**config.mk**
```make
export PLATFORM = sky130hd
export DESIGN_NAME = lc4_mmio_responder
export DESIGN_NICKNAME = d
export VERILOG_FILES = /design/src/rtl/lc4_mmio_pkg.sv /design/src/rtl/lc4_switch_event.sv /design/src/rtl/lc4_mmio_responder.sv
export SDC_FILE = /design/constraint.sdc
export NUM_CORES = 1
export LEC_CHECK = 0
export CAP_MARGIN = 20
export CELL_PAD_IN_SITES_DETAIL_PLACEMENT = 2
export CELL_PAD_IN_SITES_GLOBAL_PLACEMENT = 2
export CORE_ASPECT_RATIO = 1.25
export CORE_MARGIN = 2
export CORE_UTILIZATION = 35
export DETAILED_ROUTE_END_ITERATION = 10
export PLACE_DENSITY_LB_ADDON = 0.1
export SKIP_LAST_GASP = 1
export SLEW_MARGIN = 0
export SYNTH_ARGS = -nofsm -noshare
export SYNTH_HDL_FRONTEND = slang
export SYNTH_SLANG_ARGS = --single-unit
export TNS_END_PERCENT = 50
```
**constraint.sdc**
```tcl
create_clock -name clk -period 9.6 [get_ports clk]
set_input_delay 2.88 -clock clk [delete_from_list [all_inputs] [get_ports clk]]
set_output_delay 2.88 -clock clk [all_outputs]
set_load 0.01 [all_outputs]
```
**src/rtl/lc4_mmio_pkg.sv**
```systemverilog
// Shared constants for the LC4 memory-mapped I/O responder: register offsets,
// status bit positions and the device-select decode.
package lc4_mmio_pkg;

  localparam logic [15:0] IO_BASE_DEFAULT = 16'hFE00;

  localparam logic [15:0] OFF_KBSR = 16'h0000;
  localparam logic [15:0] OFF_KBDR = 16'h0002;
  localparam logic [15:0] OFF_LEDR = 16'h0004;
  localparam logic [15:0] OFF_TMSR = 16'h0008;
  localparam logic [15:0] OFF_TMIR = 16'h000A;

  localparam int KBSR_READY = 15;
  localparam int KBSR_OVR   = 14;
  localparam int TMSR_EXP   = 15;

  typedef enum logic [2:0] {
    DEV_NONE = 3'd0,
    DEV_KBSR = 3'd1,
    DEV_KBDR = 3'd2,
    DEV_LEDR = 3'd3,
    DEV_TMSR = 3'd4,
    DEV_TMIR = 3'd5
  } dev_sel_e;

  function automatic dev_sel_e decode_dev(input logic [15:0] off);
    dev_sel_e sel;
    case (off)
      OFF_KBSR: sel = DEV_KBSR;
      OFF_KBDR: sel = DEV_KBDR;
      OFF_LEDR: sel = DEV_LEDR;
      OFF_TMSR: sel = DEV_TMSR;
      OFF_TMIR: sel = DEV_TMIR;
      default:  sel = DEV_NONE;
    endcase
    return sel;
  endfunction

endpackage

```
**src/rtl/lc4_switch_event.sv**
```systemverilog
// Switch-event device: synchronizes the raw board switches, compares against a
// baseline and keeps the KBSR ready/overrun flags and the KBDR capture.
module lc4_switch_event
  import lc4_mmio_pkg::*;
#(
  parameter int SYNC_DEPTH = 2
) (
  input  logic        clk,
  input  logic        rst,
  input  logic        gwe,
  input  logic [7:0]  switch_data,
  input  logic        i_kbdr_rd,
  output logic [15:0] o_kbsr,
  output logic [15:0] o_kbdr
);

  localparam int FILL_W = $clog2(SYNC_DEPTH + 1);

  logic [7:0]        r_sync [SYNC_DEPTH];
  logic [FILL_W-1:0] r_fill;
  logic              r_base_ok;
  logic [7:0]        r_base;
  logic [7:0]        r_kbdr;
  logic              r_ready;
  logic              r_ovr;

  logic [7:0] w_synced;
  logic       w_primed;
  logic       w_event;

  // r_fill counts real samples in the chain so the reset zeros are never taken as the baseline
  assign w_synced = r_sync[SYNC_DEPTH-1];
  assign w_primed = (r_fill == FILL_W'(SYNC_DEPTH));
  assign w_event  = w_primed && r_base_ok && (w_synced != r_base);

  // synchronizer chain and priming counter
  always_ff @(posedge clk or posedge rst) begin
    if (rst) begin
      for (int i = 0; i < SYNC_DEPTH; i++) begin
        r_sync[i] <= 8'h00;
      end
      r_fill <= '0;
    end else if (gwe) begin
      r_sync[0] <= switch_data;
      for (int i = 1; i < SYNC_DEPTH; i++) begin
        r_sync[i] <= r_sync[i-1];
      end
      if (!w_primed) begin
        r_fill <= r_fill + FILL_W'(1);
      end
    end
  end

  // baseline, capture and status flags; an event beats a same-edge KBDR read
  always_ff @(posedge clk or posedge rst) begin
    if (rst) begin
      r_base_ok <= 1'b0;
      r_base    <= 8'h00;
      r_kbdr    <= 8'h00;
      r_ready   <= 1'b0;
      r_ovr     <= 1'b0;
    end else if (gwe) begin
      if (w_primed && !r_base_ok) begin
        r_base    <= w_synced;
        r_base_ok <= 1'b1;
      end
      if (w_event) begin
        r_base  <= w_synced;
        r_kbdr  <= w_synced;
        r_ready <= 1'b1;
        r_ovr   <= i_kbdr_rd ? 1'b0 : (r_ovr | r_ready);
      end else if (i_kbdr_rd) begin
        r_ready <= 1'b0;
        r_ovr   <= 1'b0;
      end
    end
  end

  always_comb begin
    o_kbsr             = 16'h0000;
    o_kbsr[KBSR_READY] = r_ready;
    o_kbsr[KBSR_OVR]   = r_ovr;
  end

  assign o_kbdr = {8'h00, r_kbdr};

endmodule

```
**src/rtl/lc4_mmio_responder.sv**
```systemverilog
// LC4 data-memory responder: passes RAM traffic through below IO_BASE and
// serves the switch, LED and interval-timer registers above it.
module lc4_mmio_responder
  import lc4_mmio_pkg::*;
#(
  parameter logic [15:0] IO_BASE    = IO_BASE_DEFAULT,
  parameter int          SYNC_DEPTH = 2
) (
  input  logic        clk,
  input  logic        rst,
  input  logic        gwe,
  input  logic [15:0] i_addr,
  input  logic        i_we,
  input  logic [15:0] i_wdata,
  output logic [15:0] o_rdata,
  output logic        o_ram_we,
  input  logic [15:0] i_ram_rdata,
  input  logic [7:0]  switch_data,
  output logic [7:0]  led_data,
  output logic        o_timer_irq
);

  logic      w_is_io;
  logic [15:0] w_off;
  dev_sel_e  w_sel;
  logic      w_kbdr_rd;
  logic      w_tmsr_rd;
  logic      w_led_wr;
  logic      w_tmir_wr;
  logic      w_expire;
  logic [15:0] w_kbsr;
  logic [15:0] w_kbdr;
  logic [15:0] w_tmsr;
  logic [15:0] w_dev_rdata;

  logic [7:0]  r_led;
  logic [15:0] r_tmir;
  logic [15:0] r_count;
  logic        r_tmsr_exp;

  // the I/O window runs to 16'hFFFF with no wrap back into RAM
  assign w_is_io = (i_addr >= IO_BASE);
  assign w_off   = i_addr - IO_BASE;
  assign w_sel   = w_is_io ? decode_dev(w_off) : DEV_NONE;

  assign w_kbdr_rd = gwe & ~i_we & (w_sel == DEV_KBDR);
  assign w_tmsr_rd = gwe & ~i_we & (w_sel == DEV_TMSR);
  assign w_led_wr  = gwe &  i_we & (w_sel == DEV_LEDR);
  assign w_tmir_wr = gwe &  i_we & (w_sel == DEV_TMIR);

  assign o_ram_we = i_we & ~w_is_io;

  lc4_switch_event #(
    .SYNC_DEPTH (SYNC_DEPTH)
  ) u_switch_event (
    .clk         (clk),
    .rst         (rst),
    .gwe         (gwe),
    .switch_data (switch_data),
    .i_kbdr_rd   (w_kbdr_rd),
    .o_kbsr      (w_kbsr),
    .o_kbdr      (w_kbdr)
  );

  // LED output register
  always_ff @(posedge clk or posedge rst) begin
    if (rst) begin
      r_led <= 8'h00;
    end else if (w_led_wr) begin
      r_led <= i_wdata[7:0];
    end
  end

  assign w_expire = (r_tmir != 16'h0000) && (r_count == (r_tmir - 16'h0001));

  // interval timer: a TMIR write restarts the count but leaves TMSR alone
  always_ff @(posedge clk or posedge rst) begin
    if (rst) begin
      r_tmir     <= 16'h0000;
      r_count    <= 16'h0000;
      r_tmsr_exp <= 1'b0;
    end else if (gwe) begin
      if (w_tmir_wr) begin
        r_tmir  <= i_wdata;
        r_count <= 16'h0000;
      end else if (r_tmir != 16'h0000) begin
        r_count <= w_expire ? 16'h0000 : (r_count + 16'h0001);
      end
      if (w_expire && !w_tmir_wr) begin
        r_tmsr_exp <= 1'b1;
      end else if (w_tmsr_rd) begin
        r_tmsr_exp <= 1'b0;
      end
    end
  end

  always_comb begin
    w_tmsr           = 16'h0000;
    w_tmsr[TMSR_EXP] = r_tmsr_exp;
  end

  // device read mux; unmapped I/O addresses read zero
  always_comb begin
    w_dev_rdata = 16'h0000;
    case (w_sel)
      DEV_KBSR: w_dev_rdata = w_kbsr;
      DEV_KBDR: w_dev_rdata = w_kbdr;
      DEV_LEDR: w_dev_rdata = {8'h00, r_led};
      DEV_TMSR: w_dev_rdata = w_tmsr;
      DEV_TMIR: w_dev_rdata = r_tmir;
      default:  w_dev_rdata = 16'h0000;
    endcase
  end

  assign o_rdata     = w_is_io ? w_dev_rdata : i_ram_rdata;
  assign led_data    = r_led;
  assign o_timer_irq = r_tmsr_exp;

endmodule

```
==> run metrics <==
synth unique cells 54; Clock Skews between 0.006 and 0.007 ns; Slew @ Worst Pin 0.988 ns; Clock Root Buffer clkbuf_16; Ports between 80 and 90; Reg clk slew, reported paths 0.06 ns; outcome finished clean; TritonRoute pass-1 iters 4; synthesized cell area 0.00423 mm²; wire per inst between 20 and 25 µm; CP Data Arrival Time 6.14 ns; Yosys reg bits between 70 and 80; final worst slack roughly 0.58 ns; Pwr Density 191 mW/mm²; Post-CTS Resized 0; Die ar. 0.0130 mm²; Hold Violations, Final 0; vias in the first global route 4,134; clk_lat worst skew 0.34 ns; area delta synth->final 33.0%; layout net count 574; DP Worst Slack 0.577 ns; total number of vias 3,598; Gate Count Post-Synth 425; initial antenna violation count 0; Fmax 111 MHz; CTS tree done; GRT Residual Overflow 0; fin crit period 9.02 ns; diode count 0; first-pass GRT wire length 22,100 µm; hold crit path type reg2reg; Post-CTS Setup Bufs 0; Synth top cells by count dfrtp_1, nand2_1, mux2_2; area share of the leading cell type in the synthesized netlist 46.1%; Final setup viols 0; Req. time, crit path 6.72 ns; reg-to-reg startpoint r_tmir[0]; Synth area leaders dfrtp_1, mux2_2, nand2_1, xnor2_1, xor2_1; startpoint types input pin; Tot GR Track Use roughly 22%; gpl congestion 0.767; Initial Util between 30% and 40%; CTS buffer count 9; minimum hold slack 0.491 ns; maximum root-to-sink buffer count 2; unrepaired setup endpoints after global routing false; Sink Count 78; setup TNS 0 ns; P_leak roughly 2.4 nW; vias per cell 5.33; part of the Yosys area used for sequential elements between 40% and 50%; # DRC 0; max_cap viols 0; Slew HR 33.6%; Synthesis Warnings 0; H-tree lvl count 3; Primary FF master, synth dfrtp_1; period utilization 93.9%; Die Wd a little over 100 µm; DPL Wire Length 9880 µm; hold_buf cts 0; largest net degree at the start of global routing 79; crit path capture type primary output; worst setup path class in2out; Die Y ~130 µm; PortBufs 85; HP Start u_switch_event.r_fill[0]; ANT nets after route 0; Post-Route WL 13,700 µm; layout cells sized above 1 15.2%; Post-synth EDFFs 0; mean post-synth cell area roughly 10 µm²; Critical Path Start i_addr[9]; synthesized net count just under 500; critical path fanouts, max 14; initial drt markers ~130; max-slew violations 0; worst ir drop on vdd between 0.1 and 0.15 mV; cell taking the most area after synthesis dfrtp_1; Site Rows 44; Core Area 0.0117 mm²; Pwr Total 1.08 mW; Async S/R FF share, synth 100%
-- cell families after synthesis --
family                   share of synthesized area [%]
XOR/XNOR                                          8.28
flip-flops                                        46.1
adder cells (fa/ha/maj)                           1.18
multiplexers                                      11.4
AND/OR/NAND/NOR                                   21.2
AO/OA/AOI/OAI                                     9.22
buffers and inverters                             2.60
-- layout make-up --
class                      instances  area [µm²]
clock inverter                     5         106
fill                            1248        6100
tap                              161         201
clock buffer                      10         239
multi-input combinational        322        2180
inverter                           6        22.5
timing repair buffer              93         931
sequential                        78        1950
-- routing by layer --
layer	share of wire, %	vias up	GRT usage [%]
met5	0	-	0
met4	1.2	0	6.20
met3	2.1	14	3.58
met2	57	48	41.9
met1	39	1866	26.0
li1	-	1670	-
-- report_power, final --
part / internal, mW / leakage [nW] / switching, mW
Clock: 0.261 / 0.165 / 0.144
Combinational: 0.125 / 1.25 / 0.0986
Sequential: 0.389 / 0.983 / 0.0581
Total: 0.775 / 2.39 / 0.300
-- sequential cells by signal, indices dropped and copies added (netlist names) --
signal                    cells
u_switch_event.r_ready        1
u_switch_event.w_synced       8
u_switch_event.r_base         8
o_timer_irq                   1
r_tmir                       16
u_switch_event.r_ovr          1
u_switch_event.r_fill         2
r_count                      16
led_data                      8
u_switch_event.r_base_ok      1
u_switch_event.r_kbdr         8
u_switch_event.r_sync         8
-- per-stage QoR --
stage	utilization, %	instance area, µm²	cells
2_1_floorplan	-	4230	425
3_3_place_gp	44.8	5260	659
3_5_place_dp	44.8	5260	659
4_1_cts	47.8	5600	674
5_1_grt	48.0	5630	675
6_report	48.0	5630	675
-- critical path, stage by stage --
cell and delay [ns]:
clkdlybuf4s50_1 0.44, ha_1 0.30, or4b_2 0.63, or2_2 0.33, or3_1 0.43, nor2_1 0.13, buf_4 0.24, nand2_1 0.08
nand3_1 0.10, clkdlybuf4s50_1 0.57
-- layout by cell type, fill, tap and decap left out, types with 6 or more instances in the layout --
master / instances
xor2_1: 18
o21ai_0: 9
nor2_1: 28
nor3_1: 6
clkdlybuf4s50_1: 85
mux2_2: 41
nand4_1: 6
a22oi_1: 7
or4_1: 6
dfrtp_1: 78
a22o_1: 8
clkbuf_16: 9
nand2_1: 78
a21oi_1: 10
nand3_1: 15
xnor2_1: 22
nor4_1: 7
buf_4: 7
-- final timing paths --
kind | to | slack (ns) | depth (start not counted)
setup / recovery | o_rdata[7] | 0.58 | 10
hold / removal | u_switch_event.r_fill[0] | 0.49 | 1
setup reg to reg | r_count[4] | 6.16 | 9
hold reg to reg | u_switch_event.r_fill[0] | 0.49 | 1
max in group asynchronous | r_count[4] | 6.18 | 4
min in group asynchronous | u_switch_event.w_synced[1] | 2.83 | 3
(Power assumes the default switching activity.)
